$ cat src/rtl/blk_ctrl_pkg.sv
// Shared command/status encodings for the block-side control protocol.
// Also holds the command transition table used by every responder instance.
package blk_ctrl_pkg;

    typedef enum logic [2:0] {
        CMD_NOP    = 3'd0,
        CMD_START  = 3'd1,
        CMD_STALL  = 3'd2,
        CMD_RESUME = 3'd3,
        CMD_FLUSH  = 3'd4,
        CMD_STOP   = 3'd5
    } blk_cmd_e;

    typedef enum logic [2:0] {
        ST_IDLE  = 3'd0,
        ST_RUN   = 3'd1,
        ST_STALL = 3'd2,
        ST_FLUSH = 3'd3,
        ST_DRAIN = 3'd4
    } blk_state_e;

    localparam int BLK_CNT_W = 8;

    typedef struct packed {
        logic     valid;
        blk_cmd_e op;
    } blk_cmd_t;

    typedef struct packed {
        blk_state_e           state;
        logic                 busy;
        logic                 ack;
        logic                 err;
        logic [BLK_CNT_W-1:0] count;
    } blk_st_t;

    // Every legal command changes state, so "target == current" marks an illegal one.
    function automatic blk_state_e cmd_target(input blk_state_e s, input blk_cmd_e op);
        cmd_target = s;
        case (s)
            ST_IDLE:  if (op == CMD_START) cmd_target = ST_RUN;
            ST_RUN: begin
                if (op == CMD_STALL) cmd_target = ST_STALL;
                if (op == CMD_FLUSH) cmd_target = ST_FLUSH;
                if (op == CMD_STOP)  cmd_target = ST_DRAIN;
            end
            ST_STALL: begin
                if (op == CMD_RESUME) cmd_target = ST_RUN;
                if (op == CMD_FLUSH)  cmd_target = ST_FLUSH;
                if (op == CMD_STOP)   cmd_target = ST_DRAIN;
            end
            ST_DRAIN: if (op == CMD_FLUSH) cmd_target = ST_FLUSH;
            default:  cmd_target = s;
        endcase
    endfunction

endpackage

$ cat src/rtl/blk_ctrl_fifo.sv
// Stage buffer: DEPTH-entry circular store with push/pop and a clear that
// wins over a same-cycle push.
module blk_ctrl_fifo #(
    parameter int  DATA_W = 64,
    parameter int  DEPTH  = 2,
    localparam int CW     = $clog2(DEPTH + 1),
    localparam int PW     = $clog2(DEPTH)
) (
    input  logic              clk,
    input  logic              rst,
    input  logic              push,
    input  logic              pop,
    input  logic              clear,
    input  logic [DATA_W-1:0] wdata,
    output logic [DATA_W-1:0] rdata,
    output logic [CW-1:0]     count
);

    logic [DATA_W-1:0] mem [DEPTH];
    logic [PW-1:0]     wr_ptr;
    logic [PW-1:0]     rd_ptr;

    assign rdata = mem[rd_ptr];

    // NOTE: payload storage carries no reset; occupancy and pointers alone say what is valid.
    always_ff @(posedge clk) begin
        if (push && !clear) begin
            mem[wr_ptr] <= wdata;
        end
    end

    // DEPTH is a power of two, so the pointers wrap by natural overflow.
    always_ff @(posedge clk) begin
        if (rst || clear) begin
            wr_ptr <= '0;
            rd_ptr <= '0;
            count  <= '0;
        end else begin
            if (push) wr_ptr <= wr_ptr + 1'b1;
            if (pop)  rd_ptr <= rd_ptr + 1'b1;
            case ({push, pop})
                2'b10:   count <= count + CW'(1);
                2'b01:   count <= count - CW'(1);
                default: count <= count;
            endcase
        end
    end

endmodule

$ cat src/rtl/blk_ctrl_responder.sv
// Block-side control responder: decodes core commands into the stage FSM,
// reports status, and gates the stage buffer's valid/ready handshakes.
module blk_ctrl_responder
    import blk_ctrl_pkg::*;
#(
    parameter int  DATA_W    = 64,
    parameter int  DEPTH     = 2,
    parameter int  FLUSH_CYC = 2,
    localparam int CW        = $clog2(DEPTH + 1),
    localparam int FW        = (FLUSH_CYC > 1) ? $clog2(FLUSH_CYC) : 1
) (
    input  logic              clk,
    input  logic              rst,
    input  logic              cmd_valid,
    input  logic [2:0]        cmd_op,
    output logic [2:0]        st_state,
    output logic              st_busy,
    output logic              st_ack,
    output logic              st_err,
    output logic [CW-1:0]     st_count,
    input  logic              in_valid,
    output logic              in_ready,
    input  logic [DATA_W-1:0] in_data,
    output logic              out_valid,
    input  logic              out_ready,
    output logic [DATA_W-1:0] out_data
);

    localparam logic [CW-1:0] DEPTH_C    = CW'(DEPTH);
    localparam logic [FW-1:0] FLUSH_LOAD = FW'(FLUSH_CYC - 1);

    blk_state_e    state;
    logic [FW-1:0] flush_cnt;
    logic [CW-1:0] count;
    blk_cmd_t      cmd;
    blk_state_e    cmd_next;
    logic          cmd_active, cmd_legal, cmd_illegal;
    logic          push, pop, flush_entry, drain_done;

    assign cmd         = '{valid: cmd_valid, op: blk_cmd_e'(cmd_op)};
    assign cmd_active  = cmd.valid && (cmd.op != CMD_NOP);
    assign cmd_next    = cmd_target(state, cmd.op);
    assign cmd_legal   = cmd_active && (cmd_next != state);
    assign cmd_illegal = cmd_active && !cmd_legal;
    assign flush_entry = cmd_legal && (cmd_next == ST_FLUSH);

    // Handshake qualifiers come from registered state and occupancy only.
    assign in_ready  = (state == ST_RUN) && (count < DEPTH_C);
    assign out_valid = ((state == ST_RUN) || (state == ST_DRAIN)) && (count != '0);
    assign push      = in_valid && in_ready;
    assign pop       = out_valid && out_ready;
    assign drain_done = (count == '0) || ((count == CW'(1)) && pop);

    assign st_state = state;
    assign st_count = count;
    assign st_busy  = (count != '0) || (state == ST_FLUSH);

    blk_ctrl_fifo #(
        .DATA_W (DATA_W),
        .DEPTH  (DEPTH)
    ) u_fifo (
        .clk   (clk),
        .rst   (rst),
        .push  (push),
        .pop   (pop),
        .clear (flush_entry),
        .wdata (in_data),
        .rdata (out_data),
        .count (count)
    );

    // A legal command is assigned last so it overrides the autonomous FLUSH/DRAIN exits.
    always_ff @(posedge clk) begin
        if (rst) begin
            state     <= ST_IDLE;
            flush_cnt <= '0;
            st_ack    <= 1'b0;
            st_err    <= 1'b0;
        end else begin
            st_ack <= cmd_legal;
            st_err <= cmd_illegal;
            case (state)
                ST_FLUSH: begin
                    if (flush_cnt == '0) state <= ST_RUN;
                    else                 flush_cnt <= flush_cnt - 1'b1;
                end
                ST_DRAIN: if (drain_done) state <= ST_IDLE;
                default:  ;
            endcase
            if (cmd_legal) begin
                state <= cmd_next;
                if (cmd_next == ST_FLUSH) flush_cnt <= FLUSH_LOAD;
            end
        end
    end

endmodule

$ cat config.mk
export PLATFORM = sky130hd
export DESIGN_NAME = blk_ctrl_responder
export DESIGN_NICKNAME = d
export VERILOG_FILES = /design/src/rtl/blk_ctrl_pkg.sv /design/src/rtl/blk_ctrl_fifo.sv /design/src/rtl/blk_ctrl_responder.sv
export SDC_FILE = /design/constraint.sdc
export NUM_CORES = 1
export LEC_CHECK = 0
export BUFFER_PORTS_ARGS = -buffer_cell sky130_fd_sc_hd__buf_2
export CORE_ASPECT_RATIO = 1.25
export CORE_MARGIN = 2
export CORE_UTILIZATION = 27
export DETAILED_ROUTE_END_ITERATION = 12
export HOLD_SLACK_MARGIN = 0.12
export PLACE_DENSITY_LB_ADDON = 0.08
export SLEW_MARGIN = 30
export SYNTH_ARGS = -nofsm -noshare
export SYNTH_HDL_FRONTEND = slang
export SYNTH_HIERARCHICAL = 1
export SYNTH_SLANG_ARGS = --single-unit
$ cat constraint.sdc
create_clock -name clk -period 10.45 [get_ports clk]
set_clock_uncertainty 0.1 [all_clocks]
set_input_delay 2.09 -clock clk [delete_from_list [all_inputs] [get_ports clk]]
set_output_delay 2.09 -clock clk [all_outputs]
set_load 0.01 [all_outputs]
==> metrics.txt, run 1 <==
Max Cap Violations 0; worst r2r src st_state[1]$_SDFFE_PP0P_; share of the synthesized area in the top cell type 71.68%; syn_nets 373; Tot GR Track Use 11.21%; Hold-fix buffers, CTS 0; DP HPWL 7658 µm; area share of xor/xnor cells in the synthesized design 0.9799%; Pwr Density 169.8 nW/µm²; min Tclk post-route 4197 ps; Chip Width 130.1 µm; hold_sp flush_cnt$_SDFF_PP0_; filler instances 1933; cell taking the most area after synthesis edfxtp_1; first-pass GRT wire length 17060 µm; Tcrit/Tclk final 40.16%; fin area 6949 µm²; cts repair resizes 0; share of layout cells above drive strength 1 52.69%; Layout area overhead 29.58%; vias in the first global route 3143; reg2reg end u_fifo/mem[1][30]$_DFFE_PP_; clk buf depth 2; Post-Synth Simple-Gate Area 4.340%; top cells by area, synth edfxtp_1, mux2_2, dfxtp_1, nor3_1, o21ai_0; Worst setup EP type flop; Post-Syn Area 5363 µm²; #FFs+latches synth 139; Ports 146; post-synthesis compound-gate area fraction 3.430%; Detail Route Antenna Nets 0; CTS tree yes; port buffer count 145; core area 19470 µm²; global route overflow 0; largest net degree at the start of global routing 65; Root Buffer clkbuf_16; Post-synth EDFFs 128; drt drc 0; slew margin rel. 56.67%; utilization after layout 35.69%; Logic pwr share 2.0%; final setup TNS 0 ps; via count 3083; num rows 57; R2R Setup Slk 7540 ps; Worst-path clk slew 60 ps; Clock Power Share 46.4%; main combinational cell family by area after synthesis multiplexers; CP required 10450 ps; leakage 2.498 nW; r2r worst-path depth 7; Area after DPL 6390 µm²; top_reg_cell synth edfxtp_1; gpl congestion 0.7499; mux contribution to synthesized area 13.44%; Post-CTS Setup Repair Bufs 0; routed wire length 11510 µm; CTS Buf Count 17; Final Hold Fails 0; initial antenna violation count 2; hold path endpoint flush_cnt$_SDFF_PP0_; die area 21010 µm²; worst-path fanout max 38; Syn Inst Count 300; Distinct cells, synth 36; H-tree levels 4; Int Pwr 0.9617 mW; crit path kind primary input to flop; asr flop ratio synth 0%; worst min path class flop to flop; synthesized area per cell 17.88 µm²; clock net sink count 139; hold path cells 2; Final nets 527; clock latency at the later pin of the worst-skew pair 410 ps; Synth Area in Adders 0.2333%; final slew viol count 0; Slew @ Worst Pin 648.6 ps; status finished, final reports clean; sequential share of the synthesized area 75.78%; Setup crit start kind primary input; sw power 0.2182 mW; Die H 161.6 µm; DR pass1 iterations 4; max frequency 0.2383 GHz; vias per cell 4.218; sequential share of power 51.5%; Yosys Warn Count 6; Sw Share 18.49%; Starting DRT DRC Count 131; starting density of the core 27.54%; RSZ-0062 raised after global routing no; Worst EP arrival 4190 ps; worst IR drop on VDD 0.1092 mV; drt wl/cell 15.75 µm; final setup vio count 0
-- state kept, by name (all words and copies together), names as in the netlist, named ones only --
| name | count |
|---|---|
| st_state | 3 |
| st_err | 1 |
| u_fifo/wr_ptr | 1 |
| u_fifo/count | 2 |
| st_ack | 1 |
| u_fifo/mem | 128 |
| flush_cnt | 1 |
| u_fifo/rd_ptr | 1 |
-- layer usage --
layer | vias to the layer above | track usage, % | share of wire, %
met5 | - | 0 | 0.061
met4 | 2 | 4.399 | 1.4
li1 | 1467 | - | -
met3 | 13 | 4.372 | 5.7
met1 | 1514 | 12.02 | 39
met2 | 87 | 19.63 | 54
-- critical path, stage by stage --
cell	delay (ps)
buf_2	190
nor3b_1	580
nand3_1	280
a31oi_4	320
o21ai_2	110
inv_1	220
nor3b_2	90
buf_4	300
-- cell families (layout without fill, tap and decap cells) --
logic type / Yosys count / in the layout
AOI/OAI and AO/OA: 26 / 26
and+or+nand+nor: 43 / 43
muxes: 64 / 64
xor gates and xnor gates: 6 / 6
adders and majority gates: 1 / 1
other: 0 / 1
DFF: 139 / 139
buffers and inverters: 21 / 186
-- cell type report --
cell class,count,area [µm²],area share (%)
antenna,1,2.502,0.03601
clock buffer,18,429.2,6.176
clock inverter,12,107.6,1.548
inverter,6,22.52,0.3241
multi-input combinational,140,1212,17.45
sequential,139,4068,58.53
tap,265,331.6,4.771
timing repair buffer,150,775.7,11.16
-- how the worst max path moves through the flow --
stage | from | end | slack [ps] | cells past startpoint
floorplan | cmd_op[1] | u_fifo/mem[1][0]$_DFFE_PP_ | 1890 | 7
global placement | cmd_op[2] | u_fifo/mem[1][40]$_DFFE_PP_ | 5850 | 8
detailed placement | cmd_op[2] | u_fifo/mem[1][13]$_DFFE_PP_ | 5840 | 8
CTS | flop | out_data[61] | 6180 | 2
global route | cmd_op[2] | u_fifo/mem[1][30]$_DFFE_PP_ | 6110 | 8
finish | cmd_op[2] | u_fifo/mem[1][30]$_DFFE_PP_ | 6250 | 8
-- power groups by stage --
stage	logic, mW	registers, mW	clock network, mW
3_3_place_gp	0.0240	0.619	0
4_1_cts	0.0248	0.607	0.566
3_5_place_dp	0.0247	0.619	0
5_1_grt	0.0271	0.607	0.593
6_report	0.0242	0.608	0.548
2_1_floorplan	0.00627	0.620	0
-- cell usage after synthesis (2+ instances only) --
| cell type | instances |
|---|---|
| nor2_1 | 6 |
| a21oi_1 | 5 |
| nor2b_1 | 2 |
| nand3_1 | 4 |
| dfxtp_1 | 11 |
| edfxtp_1 | 128 |
| nand3b_1 | 2 |
| inv_1 | 6 |
| mux2_2 | 64 |
| nor3b_1 | 5 |
| and2_1 | 2 |
| o21ai_0 | 11 |
| nor3_1 | 11 |
| buf_2 | 7 |
| nand2_1 | 7 |
| xnor2_1 | 5 |
| clkbuf_1 | 5 |
-- metrics by stage --
step	hold WS (ps)	power (mW)	setup slack (ps)	instances
floorplan	333.2	0.6260	1893	300
global placement	351.0	0.6430	5850	699
detailed placement	344.7	0.6437	5837	699
CTS	352.4	1.198	6179	729
global route	366.2	1.227	6107	730
finish	351.3	1.180	6253	731
-- cell usage in the layout (no fill, tap or decap), types with 5 or more instances in the layout --
| master | n |
|---|---|
| buf_2 | 145 |
| edfxtp_1 | 128 |
| mux2_2 | 64 |
| clkbuf_16 | 17 |
| o21ai_0 | 11 |
| nor3_1 | 10 |
| dfxtp_1 | 10 |
| nand2_1 | 7 |
| nor2_1 | 6 |
| inv_1 | 6 |
| a21oi_1 | 5 |
| xnor2_1 | 5 |
| clkinv_1 | 5 |
Power figures use the tool's default switching activity.
==> run 2: changes to the inputs <==
Clock period 10.45 ns to 3.4 ns, I/O delays scaled along.
==> run 2 against run 1 <==
  * Count of clock-buffer cells in the layout is 3 higher
  * Critical path depth shrank 5
  * Die area unchanged
  * Worst hold slack improved by 3.1 ps
  * First-iteration DRC count up 9.9%
  * Sequential cell count unchanged
  * Via count is 1.9% higher
  * Sequential power rose to 3.1 times the previous value
  * Largest cell class unchanged
  * Largest power group unchanged
==> metrics.txt, run 2 (same netlist as run 1, synthesis figures left out) <==
Worst Setup EP out_data[47]; gpl congestion 0.7409 (-1.2%); largest net degree at the start of global routing 44 (-32%); vias per cell 4.286 (+1.6%); commonest non-fill, non-tap cell in the layout buf_2; Starting DRT DRC Count 144 (+9.9%); share of layout cells above drive strength 1 54.49% (+1.8 points); via count 3142 (+1.9%); reg2reg end u_fifo/mem[1][8]$_DFFE_PP_; port buffer count 145 (unchanged); clock net sink count 139 (unchanged); worst min path class primary input to flop; Hold-fix buffers, CTS 0 (unchanged); Slew @ Worst Pin 622.5 ps (-26.14 ps); r2r worst-path depth 7 (unchanged); min Tclk post-route 2700 ps; Finished Layout Cells 733 (+0.27%); final setup vio count 0 (unchanged); Final Hold Fails 0 (unchanged); Worst EP arrival 1920 ps (-2270 ps); final setup TNS 0 ps (unchanged); fin area 7073 µm² (+1.8%); Post-CTS Setup Repair Bufs 0 (unchanged); starting density of the core 27.54% (unchanged); crit path kind flop to output port; hold path cells 1 (-1); R2R Setup Slk 800 ps (-6740 ps); core area 19470 µm² (unchanged); CTS tree yes; Chip Width 130.1 µm (unchanged); H-tree levels 4 (unchanged); max reg flops 128 (unchanged); Setup crit start kind flop; Detail Route Antenna Nets 0 (unchanged); Top reg by flops u_fifo/mem; Placed Cells incl. Taps 701 (+0.29%); most frequent cells in the layout buf_2, edfxtp_1, mux2_2, clkbuf_16; routed wire length 11450 µm (-0.50%); RSZ-0062 raised after global routing no; num rows 57 (unchanged); worst IR drop on VDD 0.3135 mV (+190%); Worst setup EP type output port; Pwr Density 536.2 nW/µm² (+220%); Area after DPL 6475 µm² (+1.3%); # diodes 0 (-1); vias in the first global route 3276 (+4.2%); worst r2r src st_state[1]$_SDFFE_PP0P_; cts repair resizes 0 (unchanged); initial antenna violation count 0 (-2); worst-path fanout max 35 (-7.9%); CP required 2620 ps (-7830 ps); Tcrit/Tclk final 79.40%; Layout area overhead 31.89%; die area 21010 µm² (unchanged); Final nets 528 (+0.19%); Root Buffer clkbuf_16; DR pass1 iterations 4 (unchanged); DP HPWL 7519 µm (-1.8%); clk buf depth 2 (unchanged); Worst-path clk slew 60 ps (about the same); global route overflow 0 (unchanged); Ports 146 (unchanged); max frequency 0.3704 GHz; leakage 2.525 nW (+1.1%); drt drc 0 (unchanged); Max Cap Violations 0 (unchanged); Tot GR Track Use 11.25% (+0.040 points); first-pass GRT wire length 17420 µm (+2.1%); Die H 161.6 µm (unchanged); slew margin rel. 58.41% (+1.7 points); CTS Buf Count 17 (unchanged); status finished, final reports clean; final slew viol count 0 (unchanged); clock latency at the later pin of the worst-skew pair 410 ps (about the same); hold_sp in_data[51]; drt wl/cell 15.62 µm (-0.77%)
-- run 2: per-stage QoR --
step | power [mW] | setup slack (ps) | hold WS, ps | util, %
floorplan | 1.931 | -295.7 | 333.2 | -
global placement | 1.979 | 352.9 | 360.2 | 33.26
detailed placement | 1.983 | 286.8 | 350.9 | 33.26
CTS | 3.855 | 598.6 | 326.0 | 36.33
global route | 3.941 | 511.4 | 327.1 | 36.33
finish | 3.793 | 700.4 | 354.4 | 36.33
-- run 2: worst max-delay path, stage by stage (launching register included) --
cell     delay [ps]
dfxtp_4         710
buf_12          280
mux2_2          360
buf_2           150
-- run 2: where the power goes --
part	internal (mW)	leakage [nW]	switching [mW]
Clock	1.17	0.279	0.675
Combinational	0.0385	1.01	0.0404
Sequential	1.87	1.24	0.000672
Total	3.08	2.52	0.717
-- run 2: area by class of cell --
| type | count | area (µm²) |
|---|---|---|
| clock inverters | 11 | 147.6 |
| clock buffers | 21 | 450.4 |
| multi-input cells | 140 | 1245 |
| flip-flops and latches | 139 | 4068 |
| inverters | 6 | 22.52 |
| repair buffers | 151 | 808.3 |
| fillers | 1899 | 12400 |
| well taps | 265 | 331.6 |
-- run 2: how the worst min path moves through the flow --
| stage | to |
|---|---|
| floorplan | flush_cnt$_SDFF_PP0_ |
| global placement | flush_cnt$_SDFF_PP0_ |
| detailed placement | flush_cnt$_SDFF_PP0_ |
| CTS | u_fifo/mem[0][51]$_DFFE_PP_ |
| global route | u_fifo/mem[0][51]$_DFFE_PP_ |
| finish | u_fifo/mem[0][51]$_DFFE_PP_ |
-- run 2: routing by layer --
| metal | vias to the layer above | track usage, % | share of wire (%) |
|---|---|---|---|
| li1 | 1477 | - | - |
| met1 | 1542 | 12.76 | 40 |
| met2 | 106 | 18.99 | 51 |
| met3 | 17 | 4.074 | 6.7 |
| met4 | 0 | 4.741 | 1.8 |
| met5 | - | 0 | 0 |
==> run 3: changes to the inputs <==
Settings changed: ABC_AREA set to 1.
Clock period 3.4 ns to 2.5 ns, I/O delays scaled along.
==> run 3 against run 2 <==
  * Die area is 6.6% higher
  * Synthesized cell count is 9.7% higher
  * Via count is 7.3% higher
  * Count of clock-buffer cells in the layout is 3 lower
  * Sequential cell count stayed put
  * First-iteration DRC count is 26% lower
  * Register-to-register slack worse by 730 ps
==> metrics.txt, run 3 <==
Detail Route Antenna Nets 0 (unchanged); fin area 7938 µm² (+12%); Sw Share 17.99% (-0.91 points); num rows 59 (+3.5%); Setup crit start st_state[1]$_SDFFE_PP0P_; hold_sp in_data[23]; worst IR drop on VDD 0.4387 mV (+40%); cell taking the most area after synthesis edfxtp_1; met3 Use GR 3.014% (-1.1 points); CTS Buf Count 17 (unchanged); final setup TNS 0 ps (unchanged); utilization after layout 38.13% (+1.8 points); Worst setup EP type flop; Tot GR Track Use 10.97% (-0.28 points); drt drc 0 (unchanged); CP required 2530 ps (-90 ps); slew margin rel. 76.68% (+18 points); clock net sink count 139 (unchanged); sequential share of power 46.7% (-2.5 points); worst min path class primary input to flop; Placed Cells incl. Taps 766 (+9.3%); sequential share of the synthesized area 70.96% (-4.8 points); Worst-path clk slew 60 ps (about the same); commonest non-fill, non-tap cell in the layout buf_2; clk buf depth 2 (unchanged); GRT Max-Usage Layer met2; r2r worst-path depth 13 (+6); via count 3371 (+7.3%); Yosys Warn Count 6 (unchanged); die area 22400 µm² (+6.6%); worst r2r src st_state[1]$_SDFFE_PP0P_; Top reg by flops u_fifo/mem; Logic pwr share 2.3% (+0.2 points); CTS tree yes; Post-synth top cells edfxtp_1, mux2_4, nand2_1; leakage 3.127 nW (+24%); max frequency 0.4116 GHz; final slew viol count 0 (unchanged); DP HPWL 8462 µm (+13%); #FFs+latches synth 139 (unchanged); final setup vio count 0 (unchanged); DR pass1 iterations 4 (unchanged); drt wl/cell 15.89 µm (+1.7%); Pwr Density 684.7 nW/µm² (+28%); Int Pwr 4.457 mW (+45%); vias per cell 4.151 (-3.1%); top-count cell post-synth edfxtp_1; first-pass GRT wire length 18390 µm (+5.6%); Max Cap Violations 0 (unchanged); largest net degree at the start of global routing 45 (+2.3%); gpl congestion 0.7836 (+5.8%); max reg flops 128 (unchanged); share of layout cells above drive strength 1 57.99% (+3.5 points); port buffer count 145 (unchanged); Worst Setup EP u_fifo/mem[1][60]$_DFFE_PP_; initial antenna violation count 0 (unchanged); core area 20820 µm² (+6.9%); min Tclk post-route 2430 ps; R2R Setup Slk 70 ps (-730 ps); sw power 0.9776 mW (+36%); crit path kind flop to flop; syn_nets 402 (+7.8%); Distinct cells, synth 31 (-14%); Ports 146 (unchanged); M2 GR Usage 18.43% (-0.56 points); Slew @ Worst Pin 346.6 ps (-275.8 ps); Post-synth EDFFs 128 (unchanged); Final nets 598 (+13%); Final Hold Fails 0 (unchanged); top_reg_cell synth edfxtp_1; top cells by area, synth edfxtp_1, mux2_4, dfxtp_1, buf_12, nand2_1; Area after DPL 7014 µm² (+8.3%); Tcrit/Tclk final 97.18%; synthesized area per cell 17.41 µm² (-2.6%); Worst EP arrival 2460 ps (+540 ps); Clock Power Share 51.0% (+2.3 points); worst-path fanout max 8 (-77%); Starting DRT DRC Count 106 (-26%); most frequent cells in the layout buf_2, edfxtp_1, mux2_4, nand2_1, clkbuf_16; Setup crit start kind flop; Finished Layout Cells 812 (+11%); H-tree levels 4 (unchanged); delay of the slowest critical-path stage 410 ps (-300 ps); clock latency at the later pin of the worst-skew pair 410 ps (about the same); Die H 166.8 µm (+3.3%); CP max stage cell dfxtp_4; Syn Inst Count 329 (+9.7%); starting density of the core 27.51% (-0.034 points); RSZ-0062 raised after global routing yes; global route overflow 0 (unchanged); Layout area overhead 38.61%; # diodes 0 (unchanged); Post-Syn Area 5727 µm² (+6.8%); share of the synthesized area in the top cell type 67.12% (-4.6 points); critical path, cell by cell inv_2 > nand2_2 > nand3_2 > or2_1 > o211ai_1 > nand2_1 > nand3_1 > or2_4 > clkinvlp_4 > nor3_4 > buf_6 > buf_8 > clkbuf_16; Root Buffer clkbuf_16; reg2reg end u_fifo/mem[1][60]$_DFFE_PP_; asr flop ratio synth 0% (unchanged); Chip Width 134.3 µm (+3.2%); vias in the first global route 3344 (+2.1%); routed wire length 12900 µm (+13%); status finished, final reports clean; met1 usage 12.85% (+0.086 points)
run 3: changes by cell type after synthesis, moves of 7 or more:
cell	before	now
mux2_4	0	60
inv_1	6	19
o21ai_0	11	2
mux2_2	64	4
nor2_1	6	17
nand3_1	4	17
nand2_1	7	25
buf_2	7	0
run 3: worst min path at each step:
stage / to / cells after the start
detailed placement: flush_cnt$_SDFF_PP0_ / 2
global placement: flush_cnt$_SDFF_PP0_ / 2
finish: u_fifo/mem[1][23]$_DFFE_PP_ / 1
CTS: u_fifo/mem[1][23]$_DFFE_PP_ / 1
global route: u_fifo/mem[0][57]$_DFFE_PP_ / 1
floorplan: flush_cnt$_SDFF_PP0_ / 2
run 3: cell families (layout without fill, tap and decap cells):
group,after synthesis,in the layout,synth area share [%]
flip-flops,139,139,70.96
AND/OR/NAND/NOR,78,78,6.577
multiplexers,64,64,16.52
buffers and inverters,31,240,3.911
AO/OA/AOI/OAI,15,15,1.661
adder cells (fa/ha/maj),1,1,0.2184
XOR/XNOR,1,1,0.1530
run 3: power groups by stage:
stage,Clock (mW),Combinational [mW],Sequential (mW)
final,2.77,0.126,2.54
after global routing,2.91,0.140,2.54
after CTS,2.84,0.126,2.54
after detailed placement,0,0.125,2.59
after global placement,0,0.123,2.59
after floorplan,0,0.0304,2.59
run 3: layout make-up:
class | instances | area (µm²)
Inverter | 24 | 120.1
Timing Repair Buffer | 184 | 1231
Tap cell | 274 | 342.8
Fill cell | 2027 | 12880
Multi-Input combinational cell | 159 | 1511
Clock buffer | 18 | 429.2
Clock inverter | 14 | 224.0
Sequential cell | 139 | 4079
run 3: metal layers:
metal	routed length, µm	part of all wire (%)	up-vias
met5	0	0	-
met4	209	1.6	0
met3	668	5.2	13
met2	6758	52	101
met1	5267	41	1640
li1	-	-	1617
run 3: stage by stage:
stage / setup slack [ps] / hold WS [ps] / power (mW)
final: 70.38 / 174.6 / 5.435
after global placement: -195.0 / 379.9 / 2.713
after CTS: 47.21 / 152.4 / 5.509
after global routing: -40.28 / 158.8 / 5.592
after floorplan: -1081 / 349.3 / 2.623
after detailed placement: -211.7 / 370.5 / 2.715
run 3: worst max-delay path, delay by kind of cell (launching register included):
family,cells,cell delay [ps]
simple gates,7,930
flops,1,410
buf+inv,5,570
compound gates,1,140
run 3: what timing repair did:
action	CTS	global route
cloned	0	8
endpoints found under the setup margin	12	128
buffers inserted	0	6
endpoints found under the hold margin	0	0
pin swaps	0	9
resized for setup	1	21
hold buffers	0	0
